[config.mk]
export PLATFORM = sky130hd
export DESIGN_NAME = cache_fill_ahb
export DESIGN_NICKNAME = d
export VERILOG_FILES = /design/src/rtl/cache_fill_ahb.sv
export SDC_FILE = /design/constraint.sdc
export NUM_CORES = 1
export LEC_CHECK = 0
export ABC_AREA = 1
export CAP_MARGIN = 25
export CORE_MARGIN = 5
export CORE_UTILIZATION = 37
export DETAILED_ROUTE_END_ITERATION = 10
export PLACE_DENSITY = 0.77
export SKIP_CTS_REPAIR_TIMING = 1
export SYNTH_ARGS = -nofsm -noshare
export SYNTH_HDL_FRONTEND = slang
export SYNTH_SLANG_ARGS = --single-unit
[constraint.sdc]
create_clock -name i_hclk -period 1.45 [get_ports i_hclk]
set_clock_uncertainty 0.2 [all_clocks]
set_input_delay 0.145 -clock i_hclk [delete_from_list [all_inputs] [get_ports i_hclk]]
set_output_delay 0.145 -clock i_hclk [all_outputs]
set_load 0.02 [all_outputs]
[src/rtl/cache_fill_ahb.sv]
// AHB-Lite burst-read master that refills one cache line into the cache data RAM.
// Optional critical-word-first WRAP bursts when CACHE_FILL_WRAP_EN is defined.
//
// state  | meaning
// IDLE   | waiting for a fill request
// ADDR   | issuing address phases of the burst
// DRAIN  | all addresses issued, waiting for the final data beat
// ERR    | ERROR response seen, waiting for its second cycle
// FIN    | one-cycle completion pulse
module cache_fill_ahb #(
    parameter int          LINE_WORDS = 4,
    parameter logic [3:0]  HPROT_VAL  = 4'b0011,
    parameter int          IDX_W      = $clog2(LINE_WORDS)
) (
    input  logic              i_hclk,
    input  logic              i_hnreset,
    input  logic              i_req,
    input  logic [31:0]       i_addr,
    output logic              o_busy,
    output logic              o_done,
    output logic              o_err,
    output logic              o_en,
    output logic              o_hsel,
    output logic [31:0]       o_haddr,
    output logic              o_hwrite,
    output logic [2:0]        o_hsize,
    output logic [2:0]        o_hburst,
    output logic [3:0]        o_hprot,
    output logic [1:0]        o_htrans,
    output logic              o_hmastlock,
    output logic              o_hready_i,
    output logic [31:0]       o_hwdata,
    input  logic              i_hready,
    input  logic              i_hresp,
    input  logic [31:0]       i_hrdata,
    output logic              o_ram_we,
    output logic [IDX_W-1:0]  o_ram_widx,
    output logic [31:0]       o_ram_wdata
);

    typedef enum logic [2:0] {S_IDLE, S_ADDR, S_DRAIN, S_ERR, S_FIN} state_t;

    localparam logic [1:0]  HT_IDLE   = 2'b00;
    localparam logic [1:0]  HT_NONSEQ = 2'b10;
    localparam logic [1:0]  HT_SEQ    = 2'b11;
    localparam logic [31:0] LINE_MASK = 32'(LINE_WORDS * 4 - 1);

    state_t           state;
    logic [31:0]      base_q;
    logic [IDX_W-1:0] offset_q;
    logic [IDX_W-1:0] beats_left;
    logic [IDX_W-1:0] data_idx;
    logic             dvalid;
    logic [1:0]       htrans_q;
    logic [IDX_W-1:0] start_off;
    logic [IDX_W-1:0] offset_nxt;
    logic [31:0]      line_base;
    logic             data_ok;
    logic             data_err;

`ifdef CACHE_FILL_WRAP_EN
    assign start_off = i_addr[IDX_W+1:2];
    assign o_hburst  = (LINE_WORDS == 16) ? 3'b110 : (LINE_WORDS == 8) ? 3'b100 : 3'b010;
`else
    assign start_off = '0;
    assign o_hburst  = (LINE_WORDS == 16) ? 3'b111 : (LINE_WORDS == 8) ? 3'b101 : 3'b011;
`endif

    // offset wraps naturally at IDX_W bits, which is what WRAP bursts need
    assign offset_nxt = offset_q + IDX_W'(1);
    assign line_base  = i_addr & ~LINE_MASK;
    assign data_ok    = dvalid && i_hready && !i_hresp;
    assign data_err   = dvalid && i_hresp;

    assign o_hwrite    = 1'b0;
    assign o_hsize     = 3'b010;
    assign o_hprot     = HPROT_VAL;
    assign o_hmastlock = 1'b0;
    assign o_hwdata    = 32'h0;
    assign o_hready_i  = i_hready;
    // first ERROR cycle must cancel the pending address phase immediately
    assign o_htrans    = data_err ? HT_IDLE : htrans_q;
    assign o_ram_we    = data_ok;
    assign o_ram_widx  = data_idx;
    assign o_ram_wdata = i_hrdata;

    always_ff @(posedge i_hclk or negedge i_hnreset) begin
        if (!i_hnreset) begin
            state      <= S_IDLE;
            base_q     <= '0;
            offset_q   <= '0;
            beats_left <= '0;
            data_idx   <= '0;
            dvalid     <= 1'b0;
            htrans_q   <= HT_IDLE;
            o_haddr    <= '0;
            o_busy     <= 1'b0;
            o_done     <= 1'b0;
            o_err      <= 1'b0;
            o_en       <= 1'b0;
            o_hsel     <= 1'b0;
        end else begin
            o_done <= 1'b0;
            o_err  <= 1'b0;
            case (state)
                S_IDLE: begin
                    if (i_req) begin
                        base_q     <= line_base;
                        offset_q   <= start_off;
                        beats_left <= IDX_W'(LINE_WORDS - 1);
                        o_haddr    <= line_base | 32'({start_off, 2'b00});
                        htrans_q   <= HT_NONSEQ;
                        o_en       <= 1'b1;
                        o_hsel     <= 1'b1;
                        o_busy     <= 1'b1;
                        state      <= S_ADDR;
                    end
                end
                S_ADDR: begin
                    if (data_err) begin
                        dvalid   <= 1'b0;
                        htrans_q <= HT_IDLE;
                        o_en     <= 1'b0;
                        o_hsel   <= 1'b0;
                        state    <= S_ERR;
                    end else if (i_hready) begin
                        dvalid   <= 1'b1;
                        data_idx <= offset_q;
                        offset_q <= offset_nxt;
                        o_haddr  <= base_q | 32'({offset_nxt, 2'b00});
                        if (beats_left == '0) begin
                            htrans_q <= HT_IDLE;
                            o_en     <= 1'b0;
                            o_hsel   <= 1'b0;
                            state    <= S_DRAIN;
                        end else begin
                            beats_left <= beats_left - IDX_W'(1);
                            htrans_q   <= HT_SEQ;
                        end
                    end
                end
                S_DRAIN: begin
                    if (data_err) begin
                        dvalid <= 1'b0;
                        state  <= S_ERR;
                    end else if (data_ok) begin
                        dvalid <= 1'b0;
                        o_done <= 1'b1;
                        o_busy <= 1'b0;
                        state  <= S_FIN;
                    end
                end
                S_ERR: begin
                    if (i_hready) begin
                        o_done <= 1'b1;
                        o_err  <= 1'b1;
                        o_busy <= 1'b0;
                        state  <= S_IDLE;
                    end
                end
                S_FIN: begin
                    state <= S_IDLE;
                end
                default: begin
                    state <= S_IDLE;
                end
            endcase
        end
    end

endmodule

==> reports/qor.txt <==
Run status -> finished with violations
Violated checks -> setup timing
CP delay by family, top -> simple AND/OR/NAND/NOR gates
Routed WL -> 10.07 mm
Leakage power -> 3.029 nW
VDD IR max -> 0.0009624 V
Accumulated negative setup slack -> -11.27 ns
Xor/xnor cell area share of the yosys netlist -> 0%
Cell-internal power -> 7.444 mW
Final number of hold-violating endpoints -> 0
Non-filler cells in the finished layout -> 683
Net Sw Power -> 5.359 mW
Yosys warning total -> 0
Category of the critical setup timing path -> flop to flop
Number of setup violations in the final report -> 72
Sinks on the clock net -> 72
Post-synthesis cell area -> 3906 um^2
Nature of the critical path startpoint -> flop
Total power -> 12.80 mW
Post-placement worst setup slack -> -0.3986 ns
Crit-path slowest cell -> dfrtp_2
Synthesized-area fraction occupied by adder cells -> 0.3203%
Io pins -> 188
CP Max Fanout -> 8
Router iterations before antenna repair -> 4
Register area share after synthesis -> 46.12%
Total number of vias -> 3116
Clock-pin slew on the worst setup and hold paths -> 0.08 ns
Maxcap violations -> 0
Final design area excluding fillers -> 5574 um^2
Clock Path Buffers -> 2
Detailed Route Iter0 Violations -> 143
Kind of end point of the critical path -> flop
Number of antenna violations at the first check in global routing -> 0
Smallest setup slack after layout -> -0.2142 ns
Post-layout min period -> 1.664 ns
Number of max-slew violations in the final report -> 0
DR WL/cell -> 14.75 um
Placer congestion estimate -> 0.7884
Worst Path Buf+Inv -> 2
Global routing usage summed across all routing layers -> 13.14%
Dpl cells -> 644
I/O Buffers -> 73
Reg-to-Reg Start -> state[1]
Diodes inserted -> 0
Wire length of the first global-routing pass -> 13.59 mm
Net count reported at finish -> 612
Crit-path cells -> nor2_4 -> nand2_2 -> nor2_4 -> clkinv_4 -> clkbuf_16 -> nand2_2 -> nand2_1
Share of power burned in the clock network -> 12.6%
DP Wirelength -> 5.814 mm
Portion of netlist area occupied by mux cells -> 0%
Distinct cells, synth -> 26
Overflow after GRT -> 0
Main combinational cell family by area after synthesis -> buffers and inverters
Fraction of the mapped netlist area in simple logic gates -> 20.60%
Vias in the first global route -> 2931
Compound-gate portion of the synthesized area -> 11.31%
Part of the power in registers -> 28.7%
Clock latency on the worst-skew pair -> 0.35 ns
Hold wc startpoint -> i_hready
Arrival time worst endpoint -> 1.70 ns
Max frequency -> 0.6009 GHz
Placed cell areas -> 4518 um^2
Worst setup startpoint -> state[1]
Proportion of total power due to net switching -> 41.86%
Worst path required time -> 1.49 ns
Die Y-Extent -> 112.8 um
Core Area -> 10320 um^2
Syn Inst Count -> 465
Die span in x -> 112.8 um
Initial core utilization -> 37.84%
Number of synthesized register bits -> 72
TritonCTS Buffers -> 9
Root Buffer -> clkbuf_8
Maximum number of pins on one net before global-route repair -> 73
Deepest level of the CTS H-tree -> 3
Floorplan die area -> 12710 um^2
TritonCTS clock tree -> yes
Slowest cell delay on critical path -> 0.46 ns
Power density cells -> 2297 nW/um^2
Logic pwr share -> 58.7%
Number of nets with antenna violations after routing -> 0
Number of rows in the core area -> 37
Total of fill cells in the finished design -> 897
Layout overhead on the synthesized area -> 42.70%
Share of layout cells above drive strength 1 -> 35.47%
Vias per std cell -> 4.562
Avg Synthesized Cell Area -> 8.401 um^2
Share of the clock period used by the worst path -> 114.8%
Drt drc -> 0
Unrepaired setup endpoints after global routing -> true
Worst hold-check path type -> primary input to flop
-- power groups by stage --
stage / Clock, mW / Sequential (mW) / Combinational [mW]
2_1_floorplan: 0 / 4.08 / 3.15
3_3_place_gp: 0 / 3.52 / 5.40
3_5_place_dp: 0 / 3.56 / 5.57
4_1_cts: 1.66 / 3.53 / 5.59
5_1_grt: 1.73 / 3.80 / 8.17
6_report: 1.62 / 3.68 / 7.51
-- logic make-up after synthesis --
group | Yosys count
AOI/OAI and AO/OA | 80
adders and majority gates | 1
buffers and inverters | 130
DFF | 72
other | 2
and+or+nand+nor | 180
-- path summary, 6_finish.rpt --
path                                       to  slack [ns]  cells after the start
worst max register to register     base_q[17]       -0.21                      7
max in group asynchronous            state[0]        0.52                      3
worst max-delay path               base_q[17]       -0.21                      7
worst min-delay path                   dvalid        0.01                      3
min in group asynchronous         o_haddr[30]        0.14                      3
worst min register to register  beats_left[0]        0.28                      1
-- metrics by stage --
step / util (%) / hold WS [ns]
final: 53.99 / 0.01144
after floorplan: - / -0.3506
after global routing: 53.99 / 0.01116
after CTS: 45.68 / -0.4051
after global placement: 43.76 / -0.01628
after detailed placement: 43.76 / -0.009867
-- tightest hold or removal path, delay by kind of cell --
family | cells | cell delay, ns
simple gates | 2 | 0.20
buf+inv | 1 | 0.19
-- cells in the final DEF (no fill, tap or decap), types with 6 or more instances in the layout --
| cell type | count |
|---|---|
| buf_6 | 10 |
| clkdlybuf4s50_1 | 30 |
| clkbuf_16 | 11 |
| buf_4 | 21 |
| buf_12 | 8 |
| conb_1 | 46 |
| o21ai_2 | 20 |
| clkbuf_8 | 10 |
| nand2_4 | 15 |
| nand2_1 | 68 |
| o21ai_0 | 40 |
| o21ai_1 | 18 |
| nand3_1 | 6 |
| dfrtp_1 | 70 |
| nor2_4 | 7 |
| or2_2 | 19 |
| nand2_2 | 51 |
| dlymetal6s2s_1 | 39 |
| inv_1 | 26 |
-- final cells by class --
class | instances | area (um^2) | area share [%]
well taps | 136 | 170.2 | 3.053
flip-flops and latches | 72 | 1804 | 32.37
clock inverters | 5 | 56.30 | 1.010
inverters | 32 | 127.6 | 2.290
multi-input cells | 307 | 1770 | 31.76
clock buffers | 11 | 141.4 | 2.536
repair buffers | 120 | 1504 | 26.98
-- cells in the mapped netlist (all sizes together) --
cell type,n,share of area [%]
nand4,1,0.16
or2,19,3.0
conb,2,0.19
nand3,11,1.8
buf,93,18
nand2,134,14
ha,1,0.32
clkbuf,5,0.58
a21oi,1,0.13
nor2,13,1.8
dfrtp,72,46
nor3,2,0.26
o21ai,79,11
inv,32,3.1
-- layer usage --
metal	share of wire (%)	vias to the layer above	GRT usage, %	wire length, um
li1	-	1489	-	-
met1	41	1488	14.95	4131
met2	50	108	22.71	5086
met3	5.7	31	3.369	574
met4	2.8	0	6.731	280
met5	0	-	0	0
-- sequential cells by signal (all words and copies together), names as in the netlist --
name        count
o_busy          1
o_haddr        29
o_ram_widx      2
dvalid          1
beats_left      2
offset_q        1
htrans_q        2
state           3
o_hsel          1
base_q         28
o_err           1
o_done          1
Note: power is estimated with default switching activity, not from simulation.
